$ cat src/rtl/vote_pkg.sv
// Shared widths, frame constants and the serialiser state type for the
// vote tally serial reporter.
package vote_pkg;
  localparam int TALLY_W     = 8;
  localparam int FRAME_BYTES = 5;
  localparam logic [TALLY_W-1:0] DEFAULT_FRAME_HEADER = 8'hA5;

  typedef enum logic [1:0] {IDLE, START, DATA, STOP} tx_state_t;
endpackage

$ cat src/rtl/uart_byte_tx.sv
// One 8N1 byte serialiser, LSB first. A load during the final stop-bit cycle
// chains straight into the next start bit so frames have no inter-byte gap.
module uart_byte_tx
  import vote_pkg::*;
#(
  parameter int CLKS_PER_BIT = 16
) (
  input  logic               clock,
  input  logic               reset,
  input  logic               i_load,
  input  logic [TALLY_W-1:0] i_data,
  output logic               o_tx,
  output logic               o_busy,
  output logic               o_done
);
  localparam int BW = $clog2(CLKS_PER_BIT);
  localparam logic [BW-1:0] BAUD_LAST = BW'(CLKS_PER_BIT - 1);

  tx_state_t          r_state;
  logic [BW-1:0]      r_baud;
  logic [2:0]         r_bit;
  logic [TALLY_W-1:0] r_shift;
  logic               r_tx;
  logic               r_busy;
  logic               w_wrap;
  logic               w_done;
  logic               w_start;

  assign w_wrap  = (r_baud == BAUD_LAST);
  assign w_done  = (r_state == STOP) && w_wrap;
  assign w_start = i_load && ((r_state == IDLE) || w_done);

  always_ff @(posedge clock) begin
    if (reset) begin
      r_state <= IDLE;
      r_baud  <= '0;
      r_bit   <= '0;
      r_shift <= '0;
      r_tx    <= 1'b1;
      r_busy  <= 1'b0;
    end else if (w_start) begin
      r_state <= START;
      r_baud  <= '0;
      r_bit   <= '0;
      r_shift <= i_data;
      r_tx    <= 1'b0;
      r_busy  <= 1'b1;
    end else if (r_state != IDLE) begin
      if (w_wrap) begin
        r_baud <= '0;
        case (r_state)
          START: begin
            r_state <= DATA;
            r_tx    <= r_shift[0];
            r_shift <= r_shift >> 1;
          end
          DATA: begin
            if (r_bit == 3'd7) begin
              r_state <= STOP;
              r_tx    <= 1'b1;
            end else begin
              r_bit   <= r_bit + 3'd1;
              r_tx    <= r_shift[0];
              r_shift <= r_shift >> 1;
            end
          end
          default: begin
            r_state <= IDLE;
            r_tx    <= 1'b1;
            r_busy  <= 1'b0;
          end
        endcase
      end else begin
        r_baud <= r_baud + BW'(1);
      end
    end
  end

  assign o_tx   = r_tx;
  assign o_busy = r_busy;
  assign o_done = w_done;
endmodule

$ cat src/rtl/vote_tally_tx.sv
// Snapshots the three party tallies on an accepted results-mode request and
// sends header, tallies and XOR checksum as one back-to-back 8N1 frame.
module vote_tally_tx
  import vote_pkg::*;
#(
  parameter int                 CLKS_PER_BIT = 16,
  parameter logic [TALLY_W-1:0] FRAME_HEADER = DEFAULT_FRAME_HEADER
) (
  input  logic               clock,
  input  logic               reset,
  input  logic               i_mode,
  input  logic               i_report_req,
  input  logic [TALLY_W-1:0] i_party1_count,
  input  logic [TALLY_W-1:0] i_party2_count,
  input  logic [TALLY_W-1:0] i_party3_count,
  output logic               o_tx,
  output logic               o_busy,
  output logic               o_frame_done
);
  localparam logic [2:0] LAST_BYTE = 3'(FRAME_BYTES - 1);

  // Bytes 1..4 of the frame; the header is a constant and never stored.
  logic [FRAME_BYTES-2:0][TALLY_W-1:0] r_shadow;
  logic [2:0]         r_byte_idx;
  logic               r_frame_done;
  logic               w_accept;
  logic               w_load;
  logic [TALLY_W-1:0] w_load_data;
  logic               w_byte_busy;
  logic               w_byte_done;

  assign w_accept    = i_report_req && i_mode && !w_byte_busy;
  assign w_load      = w_accept || (w_byte_done && (r_byte_idx != LAST_BYTE));
  assign w_load_data = w_accept ? FRAME_HEADER : r_shadow[r_byte_idx[1:0]];

  always_ff @(posedge clock) begin
    if (reset) begin
      r_shadow     <= '0;
      r_byte_idx   <= '0;
      r_frame_done <= 1'b0;
    end else begin
      r_frame_done <= 1'b0;
      if (w_accept) begin
        r_shadow[0] <= i_party1_count;
        r_shadow[1] <= i_party2_count;
        r_shadow[2] <= i_party3_count;
        r_shadow[3] <= FRAME_HEADER ^ i_party1_count ^ i_party2_count ^ i_party3_count;
        r_byte_idx  <= '0;
      end else if (w_byte_done) begin
        if (r_byte_idx == LAST_BYTE) r_frame_done <= 1'b1;
        else                         r_byte_idx   <= r_byte_idx + 3'd1;
      end
    end
  end

  uart_byte_tx #(
    .CLKS_PER_BIT(CLKS_PER_BIT)
  ) u_byte_tx (
    .clock  (clock),
    .reset  (reset),
    .i_load (w_load),
    .i_data (w_load_data),
    .o_tx   (o_tx),
    .o_busy (w_byte_busy),
    .o_done (w_byte_done)
  );

  assign o_busy       = w_byte_busy;
  assign o_frame_done = r_frame_done;
endmodule
$ cat config.mk
export PLATFORM = sky130hd
export DESIGN_NAME = vote_tally_tx
export DESIGN_NICKNAME = d
export VERILOG_FILES = /design/src/rtl/vote_pkg.sv /design/src/rtl/uart_byte_tx.sv /design/src/rtl/vote_tally_tx.sv
export SDC_FILE = /design/constraint.sdc
export NUM_CORES = 1
export LEC_CHECK = 0
export CAP_MARGIN = 10
export CORE_AREA = 2 2 78 72
export DETAILED_ROUTE_END_ITERATION = 8
export DIE_AREA = 0 0 80 74
export GPL_ROUTABILITY_DRIVEN = 0
export PLACE_DENSITY = 0.77
export RECOVER_POWER = 100
export SYNTH_ARGS = -nofsm -noshare
export SYNTH_HDL_FRONTEND = slang
export SYNTH_HIERARCHICAL = 1
export SYNTH_SLANG_ARGS = --single-unit
$ cat constraint.sdc
create_clock -name clock -period 2.85 [get_ports clock]
set_clock_uncertainty 0.1 [all_clocks]
set_input_delay 0.285 -clock clock [delete_from_list [all_inputs] [get_ports clock]]
set_output_delay 0.285 -clock clock [all_outputs]
set_load 0.01 [all_outputs]
======== Word-level counts from Yosys, hierarchy flattened ========
Index checks and enable logic that the tools add are counted.
cells by class
  $add $sub $neg .......................... 3
  magnitude comparators ................... 1
  equality and inequality tests ........... 11
  multiplexer cells ....................... 24
  bitwise gates (word level) .............. 6
  reduce and logical (&&, ||, !) cells .... 24
operators by type and width
  kind                 number
  $mux 8               6
  $bmux 8 s2           1
  $pmux 8 s2           1
  $xor 8x8->8          2
  $mux 1               12
  $reduce_and 3->1     3
  $reduce_and 4->1     2
  $add 3x1->3 const B  2
  $eq 3x3->1 const B   2
  $reduce_bool 2->1    3
  $reduce_or 2->1      3
  $logic_and 1x1->1    5
  $add 4x1->4 const B  1
  $eq 2x2->1 const B   2
  $eq 4x4->1 const B   1
  $mux 4               1
  $ne 2x1->1 const B   2
  $not 4->4            1
  $pmux 2 s2           1
  $reduce_and 2->1     2
  $lt 2x3->1 const B   1
  $ne 3x1->1 const B   1
  $ne 3x2->1 const B   1
  $ne 3x3->1 const B   1
  other kinds (9)      12
word-level totals
  register bits after elaboration ......... 55
  input port bits ......................... 28
  output and inout port bits .............. 3
  word-level logic and storage cells ...... 82

======== Logic depth before layout (Yosys ltp) ========
  depth in word-level cells ............... 7
  depth in mapped cells ................... 9
  gate-level depth less buffers ........... 7

======== Hierarchy ========
The synthesis kept the hierarchy.
by module, submodules not included
  module         instances  cells an instance  area each (sq um)  sequential area each (sq um)
  vote_tally_tx  1          193                1,729.2            720.7
  uart_byte_tx   1          111                1,032.2            380.4

======== Worst setup path before layout ========
No wires, ideal clock.
  path kind ............................... flip-flop to flip-flop
  start ................................... register u_byte_tx.r_baud[0]
  end ..................................... register u_byte_tx.r_shift[0]
  library setup time ...................... 112 ps
  arrival ................................. 1,894 ps
  required time ........................... 2,638 ps
  setup slack ............................. 744 ps
  stages on the path, launching flop included .. 8
  buffers on the path ..................... 0
  period minus slack after synthesis ...... 2,106 ps
  cell sequence ........................... dfxtp_1 ha_1 and4_1 a21bo_2 nand2_1 nand2_2 a21o_4 a2111oi_1
on the way
  word-level cells in the longest chain between the ends .. 7
  elaborated cells on any way between the ends .. 12
  those cells by class .................... 2 x eq/ne; 1 x mux; 9 x reduce/logical
RTL lines
  item                                                 line                 text
  start: declaration                                   uart_byte_tx.sv:20   logic [BW-1:0] r_baud;
  start signal: assignment                             uart_byte_tx.sv:74   r_baud <= r_baud + BW'(1);
  $eq 4x4->1 *                                         uart_byte_tx.sv:29   assign w_wrap = (r_baud == BAUD_LAST);
  $logic_and 1x1->1 *                                  uart_byte_tx.sv:30   assign w_done = (r_state == STOP) && w_wrap;
  named net w_byte_done                                vote_tally_tx.sv:30  logic w_byte_done;
  $logic_and 1x1->1 *                                  vote_tally_tx.sv:33  assign w_load = w_accept || (w_byte_done && (r_byte_idx != LAST_BYTE));
  $logic_or 1x1->1 *                                   vote_tally_tx.sv:33
  named net w_load                                     vote_tally_tx.sv:27  logic w_load;
  $logic_and 1x1->1 *                                  uart_byte_tx.sv:31   assign w_start = i_load && ((r_state == IDLE) || w_done);
  $ne 3x2->1 (no source line) (tied with other cells)  n/a
  $reduce_and 4->1 (no source line)                    n/a
  end signal: assignment                               uart_byte_tx.sv:45   r_shift <= i_data;
  end signal: assignment                               uart_byte_tx.sv:55   r_shift <= r_shift >> 1;
  end signal: assignment                               uart_byte_tx.sv:64   r_shift <= r_shift >> 1;
  end: declaration                                     uart_byte_tx.sv:22   logic [TALLY_W-1:0] r_shift;
The timed path passes the listed nets; every way through them passes the cells marked *.
A chain may end at the register's enable or synchronous reset.

======== Worst setup path after layout ========
  start ................................... register u_byte_tx.r_baud[0]
  end ..................................... register u_byte_tx.r_state[0]
on the way
  word-level cells in the longest chain between the ends .. 7
  elaborated cells on any way between the ends .. 11
  those cells by class .................... 2 x eq/ne; 1 x mux; 8 x reduce/logical
RTL lines
  item                                                                     line                 text
  $eq 4x4->1 *                                                             uart_byte_tx.sv:29
  $logic_and 1x1->1 *                                                      uart_byte_tx.sv:30
  named net w_byte_done                                                    vote_tally_tx.sv:30
  $logic_and 1x1->1 *                                                      vote_tally_tx.sv:33
  $logic_or 1x1->1 *                                                       vote_tally_tx.sv:33
  named net w_load                                                         vote_tally_tx.sv:27
  $logic_and 1x1->1 *                                                      uart_byte_tx.sv:31
  $ne 3x1->1 (no source line) / $reduce_bool 2->1 (equally long branches)  n/a
  $reduce_and 3->1 (no source line)                                        n/a
  end signal: assignment                                                   uart_byte_tx.sv:35   r_state <= IDLE;
  end signal: assignment                                                   uart_byte_tx.sv:42   r_state <= START;
  end signal: assignment                                                   uart_byte_tx.sv:53   r_state <= DATA;
  end: declaration                                                         uart_byte_tx.sv:19   tx_state_t r_state;
Marks and branches as above.

==> flow_summary_export.csv <==
group,metric,value,unit
grt,use_met1,25.9,%
placement,io_buffers,30,
clock_network,cts_buffers,5,
power_and_ir_drop,power_frac_seq,54.4,%
layout,final_cell_mix,"nand2_1, dfxtp_1, a21oi_1, clkdlybuf4s50_1, nor2_1",
routing,drc,0,
critical_path,endpoint_kind,"flop",
timing,setup_viol,0,
critical_path,cp_cell_sequence,"ha_1 > and4_1 > a21bo_1 > nand2_1 > and2_1 > nor3_1 > a2111oi_0",
yosys,yosysSeqAreaShare,39.9,%
power_and_ir_drop,leakage,1.19,nW
clock_network,post_cts_resized,0,
critical_path,critPathArrivalTime,2.64,ns
power_and_ir_drop,vdd_drop_max,0.323,mV
timing,whs,0.357,ns
grt,grt_util_met3,3.03,%
yosys,yosys_warnings,6,
floorplan,start_util,53.8,%
clock_network,cts-root-buf,"clkbuf_8",
critical_path,cp.required,2.93,ns
critical_path,r2r-end,"u_byte_tx/r_state[0]",
grt,grt.met2_usage,32.7,%
grt,grt_first_pass_wirelength,9.13,mm
power_and_ir_drop,p_int,0.00116,W
routing,drt_iter0_markers,165,
yosys,syn_inst,304,
power_and_ir_drop,clock_power_share,33.2,%
timing,rsz0062_at_grt,"false",
worst_hold_path,min_path_type,"reg -> reg",
grt,antenna_found_initial,0,
clock_network,clock_latency,0.31,ns
routing,antenna_left,0,
job,maxCapViolCount,0,
layout,design_area,3150,um2
yosys,synth_cell_type_count,42,
routing,firstDrtPassIters,4,
power_and_ir_drop,p_switching,0.000346,W
critical_path,critPathBufInv,0,
grt,overflow,0,
floorplan,fp.coreArea,5130,um2
critical_path,crit_path_max_incr_delay,0.44,ns
layout,fill_cells,454,
floorplan,ioPinCount,31,
critical_path,r2r_cells,7,
clock_network,cts_max_path_buffers,2,
clock_network,clk_pin_slew_worst_paths,0.10,ns
critical_path,crit_type,"reg -> reg",
critical_path,cp.depth,7,
routing,routed_wl,5.20,mm
power_and_ir_drop,p_per_area,477,nW/um2
placement,postPlaceCellArea,3080,um2
yosys,synth_fp_nets,341,
timing,worst_pin_slew,0.696,ns
timing,period_minus_slack,2.56,ns
floorplan,dieArea,5920,um2
layout,syn_to_final_growth,14.0,%
routing,viasPerCell,5.38,
floorplan,dieHeight,74,um
critical_path,r2r_slack,0.29,ns
critical_path,crit_fanout,10,
yosys,netlist_area,2760,um2
grt,grt_max_degree,38,
clock_network,htree_levels,2,
layout,drive_above_1_share,5.85,%
power_and_ir_drop,comb_power_share,12.4,%
routing,wl_per_cell,13.3,um
clock_network,hold_buffers,0,
layout,diodes,0,
critical_path,critical_path.slowest_cell,"a2111oi_0",
timing,finalHoldViolCount,0,
timing,finalSetupTns,0,ns
clock_network,cts.sinks,55,
critical_path,start_kind,"flop",
routing,vias,2107,
clock_network,cts_tree,"done",
floorplan,die_w,80,um
critical_path,cp_top_family,"simple AND/OR/NAND/NOR gates",
floorplan,fp-row-count,25,
timing,slew_violations,0,
timing,fin_crit_sh,90.0,%
yosys,synth_area_per_cell,9.08,um2
critical_path,cp-startpoint,"u_byte_tx/r_baud[0]",
critical_path,r2r-start,"u_byte_tx/r_baud[0]",
clock_network,cts_setup_buffers,0,
layout,nNetsFinal,362,
grt,grt_pass1_vias,2054,
outcome,status,"complete, no violations",
grt,top_usage_layer,"met2",
power_and_ir_drop,switching_share,23.0,%
timing,relSlewSlack,53.6,%
yosys,ys_ff_latch,55,
timing,clock.fmax,390,MHz
critical_path,crit_end,"u_byte_tx/r_state[0]",
grt,grt_usage,19.5,%
placement,hpwlAfterDp,3.70,mm
[worst min path at each step]
stage | start | endpoint | depth (start not counted)
floorplan | reset | u_byte_tx/r_shift[0] | 1
global placement | r_shadow[12] | r_shadow[12] | 2
detailed placement | r_shadow[23] | r_shadow[23] | 2
CTS | r_shadow[19] | r_shadow[19] | 2
global route | r_shadow[13] | r_shadow[13] | 2
finish | r_shadow[6] | r_shadow[6] | 2
[cell usage after synthesis]
library cell	count	share of area, %
xnor2_1	6	1.9
a21bo_2	1	0.36
buf_4	2	0.54
mux2i_1	4	1.4
nand3b_1	5	1.4
xnor3_1	4	3.3
a311oi_1	1	0.32
a21oi_1	35	6.3
ha_1	9	4.1
mux4_1	3	2.9
dfxtp_1	55	40
a21boi_0	1	0.27
a2111oi_1	6	2.2
nor2_1	24	3.3
o21ai_0	9	1.6
and3b_1	1	0.32
a21o_4	1	0.54
nand2_1	55	7.5
and4_1	1	0.32
or2_1	4	0.91
nor3_1	6	1.1
and2_1	5	1.1
mux4_2	5	4.1
a21o_1	1	0.27
nand3_1	2	0.36
nor2b_1	1	0.23
or3_1	2	0.45
clkbuf_1	7	0.95
nand2_2	1	0.23
nor4_1	7	1.6
buf_6	3	1.2
a2111oi_2	2	1.1
xor2_1	4	1.3
or2b_1	1	0.27
nand4b_4	1	0.86
a21boi_4	1	0.68
nor3b_1	1	0.27
nand2b_1	3	0.68
inv_1	13	1.8
a22oi_1	1	0.27
buf_2	9	1.6
a41o_1	1	0.36
[through the flow]
stage                     utilization, %  power [W]  std cells  worst slack (ns)
after floorplan                        -   0.000956        304             0.744
after global placement              60.0    0.00102        385             0.505
after detailed placement            60.0    0.00103        385             0.382
after CTS                           62.0    0.00152        392             0.327
after global routing                61.3    0.00156        392            0.0714
final                               61.3    0.00150        392             0.286
[kinds of logic (layout without fill, tap and decap cells)]
kind of cell             count (synthesis)  after routing  share of synthesized area, %
AO/OA/AOI/OAI                           60             60                          14.3
XOR/XNOR                                14             14                          6.43
adder cells (fa/ha/maj)                  9              9                          4.08
buffers and inverters                   34             55                          6.12
flip-flops                              55             55                          39.9
multiplexers                            12             12                          8.38
AND/OR/NAND/NOR                        120            120                          20.8
[metal layers]
metal  up-vias  share of wire [%]  wire [um]
met5         -                  0          0
met2        28                 46       2410
li1       1082                  -          -
met3         7                2.7        139
met4         0                1.5         76
met1       990                 49       2570
[cell type report]
class                           count  area, um2  share of cell area (%)
Multi-Input combinational cell    215       1470                    46.6
Timing Repair Buffer               35        344                    10.9
Clock inverter                      1       30.0                   0.954
Clock buffer                        6       72.6                    2.31
Sequential cell                    55       1100                    35.0
Tap cell                           67       83.8                    2.66
Inverter                           13       48.8                    1.55
[power groups by stage]
stage / logic [W] / clock network [W] / registers, W
2_1_floorplan: 0.000126 / 0 / 0.000830
3_3_place_gp: 0.000191 / 0 / 0.000833
3_5_place_dp: 0.000194 / 0 / 0.000834
4_1_cts: 0.000195 / 0.000506 / 0.000816
5_1_grt: 0.000209 / 0.000530 / 0.000820
6_report: 0.000187 / 0.000498 / 0.000816
[registers in the layout, summed over array words and instances (netlist names)]
name,count
u_byte_tx/r_state,2
u_byte_tx/r_baud,4
o_frame_done,1
u_byte_tx/o_tx,1
u_byte_tx/o_busy,1
r_shadow,32
u_byte_tx/r_bit,3
r_byte_idx,3
u_byte_tx/r_shift,8
[worst reg2reg max path, cell delays in order (launching register included)]
cell and delay, ns:
dfxtp_1 0.41, ha_1 0.31, and4_1 0.28, a21bo_1 0.27, nand2_1 0.15, and2_1 0.38, nor3_1 0.09, a2111oi_0 0.44
No activity file was read; power rests on OpenSTA's default activity.
